### src/rtl/decode_stage.sv
// Registered, handshaked decode stage with a WFI/ISR state machine and nesting tracker.
// Define DECODE_SKID_EN for a one-entry skid buffer with a registered in_ready.
module decode_stage #(
  parameter int unsigned LIT_W    = 11,
  parameter int unsigned NEST_MAX = 3
) (
  input  logic             clk,
  input  logic             rst_n,
  input  logic             in_valid,
  output logic             in_ready,
  input  logic [4:0]       in_opcode,
  input  logic [LIT_W-1:0] in_lit,
  input  logic             irq,
  output logic             out_valid,
  input  logic             out_ready,
  output logic [1:0]       pc_mux,
  output logic             pc_save,
  output logic [1:0]       w_mux,
  output logic             mem_write,
  output logic [3:0]       alu_op,
  output logic [LIT_W-1:0] out_lit,
  output logic [1:0]       state,
  output logic             nest_err
);

  localparam int unsigned   DW        = $clog2(NEST_MAX + 1);
  localparam logic [DW-1:0] DEPTH_MAX = DW'(NEST_MAX);
  localparam logic [DW-1:0] DEPTH_ONE = DW'(1);

  localparam logic [1:0] PC_ADD = 2'd0, PC_WREG = 2'd1, PC_LIT = 2'd2, PC_SAVE = 2'd3;
  localparam logic [1:0] W_ALU  = 2'd0, W_MEM   = 2'd1, W_LIT  = 2'd2, W_WREG  = 2'd3;
  localparam logic [3:0] ALU_ROTL = 4'h0, ALU_ROTR = 4'h1, ALU_ADD = 4'h2, ALU_SUB = 4'h3,
                         ALU_AND  = 4'h4, ALU_OR   = 4'h5, ALU_XOR = 4'h6, ALU_ZEROT = 4'h7,
                         ALU_PCZ  = 4'h8, ALU_PCZB = 4'h9, ALU_NOP = 4'hA;

  typedef enum logic [1:0] {
    ST_RUN  = 2'd0,
    ST_WAIT = 2'd1,
    ST_ISR  = 2'd2
  } state_e;

  typedef struct packed {
    logic [1:0] pc_mux;
    logic       pc_save;
    logic [1:0] w_mux;
    logic       mem_write;
    logic [3:0] alu_op;
  } ctrl_t;

  localparam ctrl_t CTRL_NOP = '{pc_mux: PC_ADD, pc_save: 1'b0, w_mux: W_WREG,
                                 mem_write: 1'b0, alu_op: ALU_NOP};

  state_e            state_q, state_d;
  logic [DW-1:0]     depth_q, depth_d;
  logic              out_valid_q, out_valid_d;
  ctrl_t             ctrl_q, ctrl_d;
  logic [LIT_W-1:0]  lit_q, lit_d;
  logic              nest_err_q, nest_err_d;

  logic              load;
  logic [4:0]        ld_opcode;
  logic [LIT_W-1:0]  ld_lit;
  ctrl_t             dec_ctrl;
  logic              dec_wfi, dec_rfi, dec_err, alu_grp;

`ifdef DECODE_SKID_EN
  logic              skid_valid_q, skid_valid_d;
  logic [4:0]        skid_op_q, skid_op_d;
  logic [LIT_W-1:0]  skid_lit_q, skid_lit_d;
  logic              in_ready_q, in_ready_d;
  logic              accept, can_load;

  // The skid entry always drains first so instructions stay in order; nothing
  // issues while waiting for an interrupt, even from the buffer.
  always_comb begin
    can_load     = (~out_valid_q | out_ready) & (state_q != ST_WAIT);
    accept       = in_valid & in_ready_q;
    load         = can_load & (skid_valid_q | accept);
    ld_opcode    = skid_valid_q ? skid_op_q  : in_opcode;
    ld_lit       = skid_valid_q ? skid_lit_q : in_lit;
    skid_valid_d = skid_valid_q;
    skid_op_d    = skid_op_q;
    skid_lit_d   = skid_lit_q;
    if (skid_valid_q) begin
      if (load) skid_valid_d = 1'b0;
    end else if (accept & ~load) begin
      skid_valid_d = 1'b1;
      skid_op_d    = in_opcode;
      skid_lit_d   = in_lit;
    end
    in_ready_d = ~skid_valid_d & (state_d != ST_WAIT);
  end

  always_ff @(posedge clk or negedge rst_n) begin
    if (!rst_n) begin
      skid_valid_q <= 1'b0;
      skid_op_q    <= '0;
      skid_lit_q   <= '0;
      in_ready_q   <= 1'b1;
    end else begin
      skid_valid_q <= skid_valid_d;
      skid_op_q    <= skid_op_d;
      skid_lit_q   <= skid_lit_d;
      in_ready_q   <= in_ready_d;
    end
  end
`else
  always_comb begin
    load      = in_valid & in_ready;
    ld_opcode = in_opcode;
    ld_lit    = in_lit;
  end
`endif

  // Decode of the instruction entering the output register this cycle.
  always_comb begin
    dec_ctrl = CTRL_NOP;
    dec_wfi  = 1'b0;
    dec_rfi  = 1'b0;
    dec_err  = 1'b0;
    alu_grp  = 1'b0;
    case (ld_opcode[4:1])
      4'h0: begin alu_grp = 1'b1; dec_ctrl.alu_op = ALU_ZEROT; dec_ctrl.w_mux = W_MEM; end
      4'h1: dec_ctrl.mem_write = 1'b1;
      4'h2: dec_ctrl.w_mux = W_LIT;
      4'h3: begin alu_grp = 1'b1; dec_ctrl.alu_op = ALU_ROTL; dec_ctrl.w_mux = W_ALU; end
      4'h4: begin alu_grp = 1'b1; dec_ctrl.alu_op = ALU_ROTR; dec_ctrl.w_mux = W_ALU; end
      4'h5: begin alu_grp = 1'b1; dec_ctrl.alu_op = ALU_AND;  dec_ctrl.w_mux = W_ALU; end
      4'h6: begin alu_grp = 1'b1; dec_ctrl.alu_op = ALU_OR;   dec_ctrl.w_mux = W_ALU; end
      4'h7: begin alu_grp = 1'b1; dec_ctrl.alu_op = ALU_XOR;  dec_ctrl.w_mux = W_ALU; end
      4'h8: begin alu_grp = 1'b1; dec_ctrl.alu_op = ALU_ADD;  dec_ctrl.w_mux = W_ALU; end
      4'h9: begin alu_grp = 1'b1; dec_ctrl.alu_op = ALU_SUB;  dec_ctrl.w_mux = W_ALU; end
      4'hA: dec_ctrl.alu_op = ALU_PCZ;
      4'hB: dec_ctrl.alu_op = ALU_PCZB;
      4'hC: dec_ctrl.pc_mux = PC_LIT;
      4'hD: dec_ctrl.pc_mux = PC_WREG;
      4'hE: begin
        if (depth_q == DEPTH_MAX) begin
          dec_err = 1'b1;
        end else begin
          dec_wfi          = 1'b1;
          dec_ctrl.pc_mux  = PC_SAVE;
          dec_ctrl.pc_save = 1'b1;
        end
      end
      4'hF: begin
        if (depth_q == '0) begin
          dec_err = 1'b1;
        end else begin
          dec_rfi         = 1'b1;
          dec_ctrl.pc_mux = PC_SAVE;
        end
      end
      default: ;
    endcase
    if (alu_grp & ld_opcode[0]) begin
      dec_ctrl.w_mux     = W_WREG;
      dec_ctrl.mem_write = 1'b1;
    end
  end

  always_ff @(posedge clk or negedge rst_n) begin
    if (!rst_n) begin
      state_q <= ST_RUN;
      depth_q <= '0;
    end else begin
      state_q <= state_d;
      depth_q <= depth_d;
    end
  end

  always_comb begin
    state_d = state_q;
    depth_d = depth_q;
    if (state_q == ST_WAIT) begin
      if (irq) state_d = ST_ISR;
    end else if (load) begin
      if (dec_wfi) begin
        state_d = ST_WAIT;
        depth_d = depth_q + DEPTH_ONE;
      end else if (dec_rfi) begin
        depth_d = depth_q - DEPTH_ONE;
        if (depth_q == DEPTH_ONE) state_d = ST_RUN;
      end
    end
  end

  always_comb begin
    state = state_q;
`ifdef DECODE_SKID_EN
    in_ready = in_ready_q;
`else
    in_ready = (state_q != ST_WAIT) & (~out_valid_q | out_ready);
`endif
  end

  always_comb begin
    out_valid_d = out_valid_q;
    ctrl_d      = ctrl_q;
    lit_d       = lit_q;
    nest_err_d  = 1'b0;
    if (load) begin
      out_valid_d = 1'b1;
      ctrl_d      = dec_ctrl;
      lit_d       = ld_lit;
      nest_err_d  = dec_err;
    end else if (out_ready) begin
      out_valid_d = 1'b0;
    end
  end

  always_ff @(posedge clk or negedge rst_n) begin
    if (!rst_n) begin
      out_valid_q <= 1'b0;
      ctrl_q      <= CTRL_NOP;
      lit_q       <= '0;
      nest_err_q  <= 1'b0;
    end else begin
      out_valid_q <= out_valid_d;
      ctrl_q      <= ctrl_d;
      lit_q       <= lit_d;
      nest_err_q  <= nest_err_d;
    end
  end

  assign out_valid = out_valid_q;
  assign pc_mux    = ctrl_q.pc_mux;
  assign pc_save   = ctrl_q.pc_save;
  assign w_mux     = ctrl_q.w_mux;
  assign mem_write = ctrl_q.mem_write;
  assign alu_op    = ctrl_q.alu_op;
  assign out_lit   = lit_q;
  assign nest_err  = nest_err_q;

endmodule

### config.mk
export PLATFORM = sky130hd
export DESIGN_NAME = decode_stage
export DESIGN_NICKNAME = d
export VERILOG_FILES = /design/src/rtl/decode_stage.sv
export SDC_FILE = /design/constraint.sdc
export NUM_CORES = 1
export LEC_CHECK = 0
export BUFFER_PORTS_ARGS = -buffer_cell sky130_fd_sc_hd__buf_4
export CAP_MARGIN = 20
export CORE_MARGIN = 10
export CORE_UTILIZATION = 45
export DETAILED_ROUTE_END_ITERATION = 8
export PLACE_DENSITY = 0.74
export SYNTH_ARGS = -nofsm -noshare
export SYNTH_HDL_FRONTEND = slang
export SYNTH_SLANG_ARGS = --single-unit
### constraint.sdc
create_clock -name clk -period 3.9 [get_ports clk]
set_input_delay 0.195 -clock clk [delete_from_list [all_inputs] [get_ports clk]]
set_output_delay 0.195 -clock clk [all_outputs]
set_load 0.03 [all_outputs]
==> results of run 1 <==
[power groups by stage]
stage	Sequential (mW)	Combinational, mW	Clock, mW
final	0.381	0.383	0.118
after global routing	0.390	0.417	0.134
after CTS	0.381	0.390	0.125
after detailed placement	0.387	0.388	0
after global placement	0.383	0.378	0
after floorplan	0.481	0.153	0
[how the worst max path moves through the flow]
stage | startpoint | end | slack (ns) | cells past startpoint
final | state[1]$_DFFE_PN0P_ | state[0]$_DFFE_PN0P_ | 2.22 | 4
after global routing | state[1]$_DFFE_PN0P_ | state[0]$_DFFE_PN0P_ | 2.11 | 4
after CTS | state[1]$_DFFE_PN0P_ | state[0]$_DFFE_PN0P_ | 2.20 | 4
after detailed placement | state[1]$_DFFE_PN0P_ | state[0]$_DFFE_PN0P_ | 2.22 | 4
after global placement | state[1]$_DFFE_PN0P_ | state[0]$_DFFE_PN0P_ | 2.28 | 4
after floorplan | state[1]$_DFFE_PN0P_ | out_lit[0]$_DFFE_PN0N_ | 2.35 | 4
[Yosys cell counts (all sizes together), types with 2 or more instances]
cell type	count	area, sq um
nand2b	2	15.02
nor2	7	26.28
nor3b	2	15.01
mux2i	2	20.02
nor3	2	10.01
mux2	11	123.9
clkbuf	2	7.510
nand2	9	33.78
o21ai	7	35.03
dfrtp	23	575.6
a31oi	3	18.77
dfstp	4	105.1
buf	5	25.02
inv	6	22.52
ha	3	37.54
a22o	2	17.52
xnor2	2	17.52
o211ai	3	22.52
nand3	3	32.53
a21oi	7	35.03
[critical path: stages (launching register included)]
cell      delay, ns
dfrtp_1        0.44
nand2b_2       0.18
nand3_4        0.32
or4_4          0.61
nand3_2        0.08
[stage by stage]
stage               total power, mW  instance area, sq um  hold slack [ns]
global route                 0.9407                  1678          0.07126
global placement             0.7604                  1642           0.1208
detailed placement           0.7750                  1642           0.1268
floorplan                    0.6341                  1290          -0.1006
CTS                          0.8966                  1678          0.08316
finish                       0.8815                  1678          0.09880
[final cells by class]
class                           count  area [sq um]  share of cell area
Sequential cell                    27         680.7              0.4057
Clock buffer                        4         26.28             0.01566
Multi-Input combinational cell     77         554.3              0.3304
Tap cell                           31         38.79             0.02312
Timing Repair Buffer               47         355.3              0.2118
Inverter                            6         22.52             0.01342
[placed cells by master (no fill, tap or decap), drive strengths merged, types with 2 or more instances in the layout]
master / netlist / layout
a22o: 2 / 2
a31oi: 3 / 3
buf: 5 / 46
nor2: 7 / 7
xnor2: 2 / 2
inv: 6 / 6
ha: 3 / 3
dfstp: 4 / 4
nand2: 9 / 9
o211ai: 3 / 3
dfrtp: 23 / 23
mux2: 11 / 11
nor3: 2 / 2
nand3: 3 / 3
a21oi: 7 / 7
clkbuf: 2 / 4
o21ai: 7 / 7
nand2b: 2 / 2
nor3b: 2 / 2
mux2i: 2 / 2
[state kept, by name (all words and copies together) (netlist names)]
| signal | cells |
|---|---|
| alu_op | 4 |
| depth_q | 2 |
| mem_write | 1 |
| nest_err | 1 |
| out_lit | 11 |
| out_valid | 1 |
| pc_mux | 2 |
| pc_save | 1 |
| state | 2 |
| w_mux | 2 |
[routing by layer]
layer,GRT usage,vias up,wire [um]
met3,0.05787,4,376
met2,0.1648,44,1261
met5,0,-,0
met1,0.1315,484,1311
li1,-,498,-
met4,0.03934,0,21
[what timing repair did]
| action | 4_1_cts | 5_1_grt |
|---|---|---|
| setup endpoints to repair | 0 | 0 |
| endpoints found under the hold margin | 23 | 0 |
| hold buffers | 1 | 0 |
[cells by family (layout without fill, tap and decap cells)]
| family | after synthesis | in the layout | synth area share |
|---|---|---|---|
| compound gates | 29 | 29 | 0.1416 |
| fa+ha+maj | 3 | 3 | 0.02910 |
| xor+xnor | 3 | 3 | 0.02037 |
| simple gates | 29 | 29 | 0.1271 |
| mux | 13 | 13 | 0.1115 |
| buf+inv | 13 | 57 | 0.04267 |
| flops | 27 | 27 | 0.5276 |
==> results.md, run 1 <==
* Initial antenna violation count at 0
* Flop pwr share at 0.432
* Syn Nets at 141
* Worst hold start: in_lit[3]
* Synth async-reset ratio at 1.000
* CTS sink cnt at 27
* Setup slack, reg-to-reg at 2.22 ns
* Starting Density at 0.4678
* Worst reg2reg path startpoint: state[1]$_DFFE_PN0P_
* Die Area at 5408 sq um
* Max_cap viols at 0
* Final RePlAce weighted congestion at 0.8154
* Die height at 73.54 um
* Reg-to-reg endpoint: state[0]$_DFFE_PN0P_
* DRT Wirelength at 2971 um
* Final hold violations at 0
* Row Count at 19
* IO Count at 47
* Synthesized area at 1290 sq um
* Run status: complete, no violations
* Net Sw Power at 0.3410 mW
* Fmax at 594.8 MHz
* Ys flop type: dfrtp_1
* CTS Root Cell: clkbuf_4
* DRT Pass-1 Iters at 4
* Min-delay worst type: in2reg
* Max FO, Critical Path at 34
* Fin. max-slew vios at 0
* Via count at 1030
* Worst setup margin at 2.219 ns
* Largest net degree at the start of global routing at 35
* Global-route wire length before repair at 4864 um
* H-tree levels at 1
* Comb pwr share at 0.434
* Critical Path RT at 4.17 ns
* Synth Instances at 117
* Switching share of power at 0.3869
* Setup violators final at 0
* Critical path type: reg2reg
* P_leak at 0.8072 nW
* Hold path depth at 2
* Post-synth EDFFs at 0
* Inserted Clock Buffers at 3
* GRT Overall Usage at 0.1103
* Final non-filler cell total at 192
* Measured slew at the worst slew-check pin at 0.3995 ns
* Clock latency on the worst-skew pair at 0.32 ns
* IO buf count at 46
* Grt total ovfl at 0
* Fin crit share at 0.4311
* DRC viols at 0
* Pwr/cell area at 525.4 nW/um^2
* Net count, final at 186
* Core Box Area at 2758 sq um
* Slew HR at 0.7336
* Drt wl/cell at 15.47 um
* Area Growth Syn to Fin at 30.07%
* Internal power at 0.5405 mW
* Clk slew on worst S/H paths at 0.14 ns
* Sequential fraction of the synthesis area at 0.5276
* Placement-stage worst setup slack at 2.225 ns
* Hold Crit Endpoint: out_lit[3]$_DFFE_PN0N_
* Via/cell ratio at 5.365
* DPL Wire Length at 2253 um
* Post-CTS Resized at 0
* CTS tree: yes
* Netlist cell types at 35
* Post-layout min period at 1.681 ns
* Initial drt markers at 56
* CP startpoint kind: register
* Vias in the first global route at 1044
* Syn Area/Cell at 11.03 sq um
* CP endpoint kind: register
* Clk pwr share at 0.134
* # fillers at 238
* YS warnings at 0
* # Post-CTS Setup Buffers at 0
* Post-synthesis register bit count at 27
* RSZ-0062 raised after global routing: no
* Max Root-Sink Buffers at 2
* Share of post-route cells with drive strength above 1 at 0.4224
* N_diodes at 0
* Reg2Reg Depth at 4
* Clock Skew at 0.005344 ns
* Crit path DAT at 1.95 ns
* Setup TNS at 0 ns
* DRT antenna net count at 0
* Worst IR Drop VDD at 0.3594 mV
* Finished Core Util at 0.6084
* Horiz. Die Dim at 73.54 um
* Placed insts at 187
No activity file was read; power rests on OpenSTA's default activity.
==> run 2, diff against run 1 <==
==> constraint.sdc (replaced) <==
create_clock -name clk -period 1.66 [get_ports clk]
set_input_delay 0.083 -clock clk [delete_from_list [all_inputs] [get_ports clk]]
set_output_delay 0.083 -clock clk [all_outputs]
set_load 0.03 [all_outputs]
==> run 2 against run 1 <==
Count of clock-buffer cells in the layout is the same. Flip-flop and latch count is the same. Clock skew grew 0.0033 ns. Worst setup slack lost 2.1 ns. Hold slack lost 0.067 ns. Critical path type unchanged. Cell area grew 9.0%. Total power grew 140%. Core utilization grew 5.5 points.
==> results.md, run 2 (synthesis results as in run 1) <==
* Fin. max-slew vios at 0 (unchanged)
* Post-layout min period at 1.550 ns (-0.1306 ns)
* Core Box Area at 2758 sq um (unchanged)
* Reg2Reg Depth at 6 (+2)
* Clk pwr share at 0.128 (-0.006)
* Max FFs per register at 11 (unchanged)
* Commonest non-fill, non-tap cell in the layout: buf_4
* Via/cell ratio at 5.228 (-2.5%)
* Area Growth Syn to Fin at 41.80%
* Global-route wire length before repair at 5154 um (+6.0%)
* Worst path slowest cell: dfrtp_1
* GRT Overall Usage at 0.1154 (+0.005184)
* Initial drt markers at 34 (-39%)
* Crit path DAT at 1.80 ns (-0.15 ns)
* DRT antenna net count at 0 (unchanged)
* RSZ-0062 raised after global routing: no
* CP endpoint kind: register
* Internal power at 1.315 mW (+140%)
* DRC viols at 0 (unchanged)
* Design area at 1829 sq um (+9.0%)
* Net count, final at 200 (+7.5%)
* DRT Pass-1 Iters at 4 (unchanged)
* P_leak at 0.8702 nW (+7.8%)
* # Post-CTS Setup Buffers at 0 (unchanged)
* # fillers at 215 (-9.7%)
* Critical path type: reg2reg
* Worst reg2reg path startpoint: depth_q[0]$_DFFE_PN0P_
* Final non-filler cell total at 206 (+7.3%)
* Critical path launch point: depth_q[0]$_DFFE_PN0P_
* Slew HR at 0.7742 (+0.04051)
* Peak per-stage delay on the critical path at 0.42 ns (-0.19 ns)
* Family with the most delay on the worst path: flip-flops
* Setup slack, reg-to-reg at 0.11 ns (-2.11 ns)
* Setup TNS at 0 ns (unchanged)
* Max_cap viols at 0 (unchanged)
* Row Count at 19 (unchanged)
* Final hold violations at 0 (unchanged)
* DPL Wire Length at 2280 um (+1.2%)
* Via count at 1077 (+4.6%)
* Cell Area, Placed at 1677 sq um (+2.1%)
* Met2 GRT Util at 0.1761 (+0.01136)
* Comb pwr share at 0.450 (+0.016)
* Storage cell area at 680.7 sq um (unchanged)
* CP startpoint kind: register
* Net Sw Power at 0.8249 mW (+140%)
* Met1 usage at 0.1460 (+0.01445)
* Worst IR Drop VDD at 0.7949 mV (+120%)
* Grt total ovfl at 0 (unchanged)
* DRT Wirelength at 3199 um (+7.7%)
* Hold Crit Endpoint: alu_op[2]$_DFFE_PN0N_
* Measured slew at the worst slew-check pin at 0.3388 ns (-0.06077 ns)
* IO buf count at 46 (unchanged)
* Final RePlAce weighted congestion at 0.8544 (+4.8%)
* Fin crit share at 0.9340 (+0.5030)
* Vias in the first global route at 1097 (+5.1%)
* Worst hold start: in_opcode[4]
* Flop pwr share at 0.422 (-0.010)
* Inserted Clock Buffers at 3 (unchanged)
* Critical path buffers and inverters at 1 (+1)
* Clk slew on worst S/H paths at 0.14 ns (about the same)
* CTS sink cnt at 27 (unchanged)
* Placed insts at 190 (+1.6%)
* Switching share of power at 0.3855 (-0.001351)
* Multi-input logic area at 560.5 sq um (+1.1%)
* Finished Core Util at 0.6633 (+0.05490)
* Reg-to-reg endpoint: depth_q[1]$_DFFE_PN0P_
* CTS tree: yes
* CTS Root Cell: clkbuf_4
* Clock Skew at 0.008605 ns (+0.003261 ns)
* Busiest grt layer: met2
* Hold path depth at 2 (unchanged)
* Run status: complete, no violations
* Commonest non-fill, non-tap cells in the layout: buf_4, dfrtp_1, dlygate4sd3_1
* Clock latency on the worst-skew pair at 0.31 ns (about the same)
* N_diodes at 0 (unchanged)
* Initial antenna violation count at 0 (unchanged)
* IO Count at 47 (unchanged)
* Worst-path cell chain: inv_1 -> ha_1 -> mux2i_2 -> nand4_1 -> nor2_2 -> mux2i_1
* Min-delay worst type: in2reg
* Starting Density at 0.4678 (unchanged)
* Met3 Usage GRT at 0.04845 (-0.009421)
* Max Root-Sink Buffers at 2 (unchanged)
* Critical Path RT at 1.91 ns (-2.26 ns)
* Die Area at 5408 sq um (unchanged)
* Share of post-route cells with drive strength above 1 at 0.4171 (-0.005217)
* Setup violators final at 0 (unchanged)
* Horiz. Die Dim at 73.54 um (unchanged)
* Fmax at 645.0 MHz (+8.4%)
* H-tree levels at 1 (unchanged)
* Drt wl/cell at 15.53 um (+0.36%)
* Pwr/cell area at 1170 nW/um^2 (+120%)
* Max FO, Critical Path at 3 (-91%)
* Largest net degree at the start of global routing at 28 (-20%)
* Die height at 73.54 um (unchanged)
==> run 2: cell types whose count changed in the layout (fill, tap and decap cells not counted), sizes merged <==
| cell | delta |
|---|---|
| dlygate4sd3 | +11 |
| buf | +3 |
==> run 2: cell type report <==
| cell class | instances | share of cell area |
|---|---|---|
| Tap cell | 31 | 0.02120 |
| Clock buffer | 4 | 0.01436 |
| Multi-Input combinational cell | 77 | 0.3064 |
| Sequential cell | 27 | 0.3721 |
| Timing Repair Buffer | 61 | 0.2736 |
| Inverter | 6 | 0.01231 |
==> run 2: worst max path at each step <==
stage | end | slack [ns] | cells past startpoint
final | depth_q[1]$_DFFE_PN0P_ | 0.11 | 6
after global routing | depth_q[1]$_DFFE_PN0P_ | 0.02 | 6
after CTS | depth_q[1]$_DFFE_PN0P_ | 0.06 | 6
after detailed placement | depth_q[1]$_DFFE_PN0P_ | 0.1 | 6
after global placement | depth_q[1]$_DFFE_PN0P_ | 0.26 | 6
after floorplan | out_lit[0]$_DFFE_PN0N_ | 0.11 | 4
==> run 2: metrics by stage <==
| stage | power [mW] | hold slack, ns | setup slack, ns |
|---|---|---|---|
| 2_1_floorplan | 1.490 | -0.2126 | 0.1056 |
| 3_3_place_gp | 1.812 | 0.008111 | 0.2573 |
| 3_5_place_dp | 1.846 | 0.01484 | 0.09542 |
| 4_1_cts | 2.143 | 0.0001295 | 0.06279 |
| 5_1_grt | 2.289 | 0.02365 | 0.01724 |
| 6_report | 2.139 | 0.03150 | 0.1095 |
==> run 2: repair_timing <==
item                                    CTS  global route
hold buffers                             10             2
gates resized for setup                   0             2
endpoints found under the hold margin    36             2
endpoints found under the setup margin    0             1
==> run 2: power by group through the flow <==
stage	registers (mW)	logic (mW)	clock network (mW)
2_1_floorplan	1.13	0.359	0
3_3_place_gp	0.902	0.910	0
3_5_place_dp	0.913	0.933	0
4_1_cts	0.901	0.954	0.287
5_1_grt	0.923	1.05	0.311
6_report	0.902	0.964	0.273
==> run 2: metal layers <==
layer,share of wire,wire length (um)
met5,0,0
met4,0.0075,24
met3,0.098,314
met2,0.43,1362
met1,0.47,1497
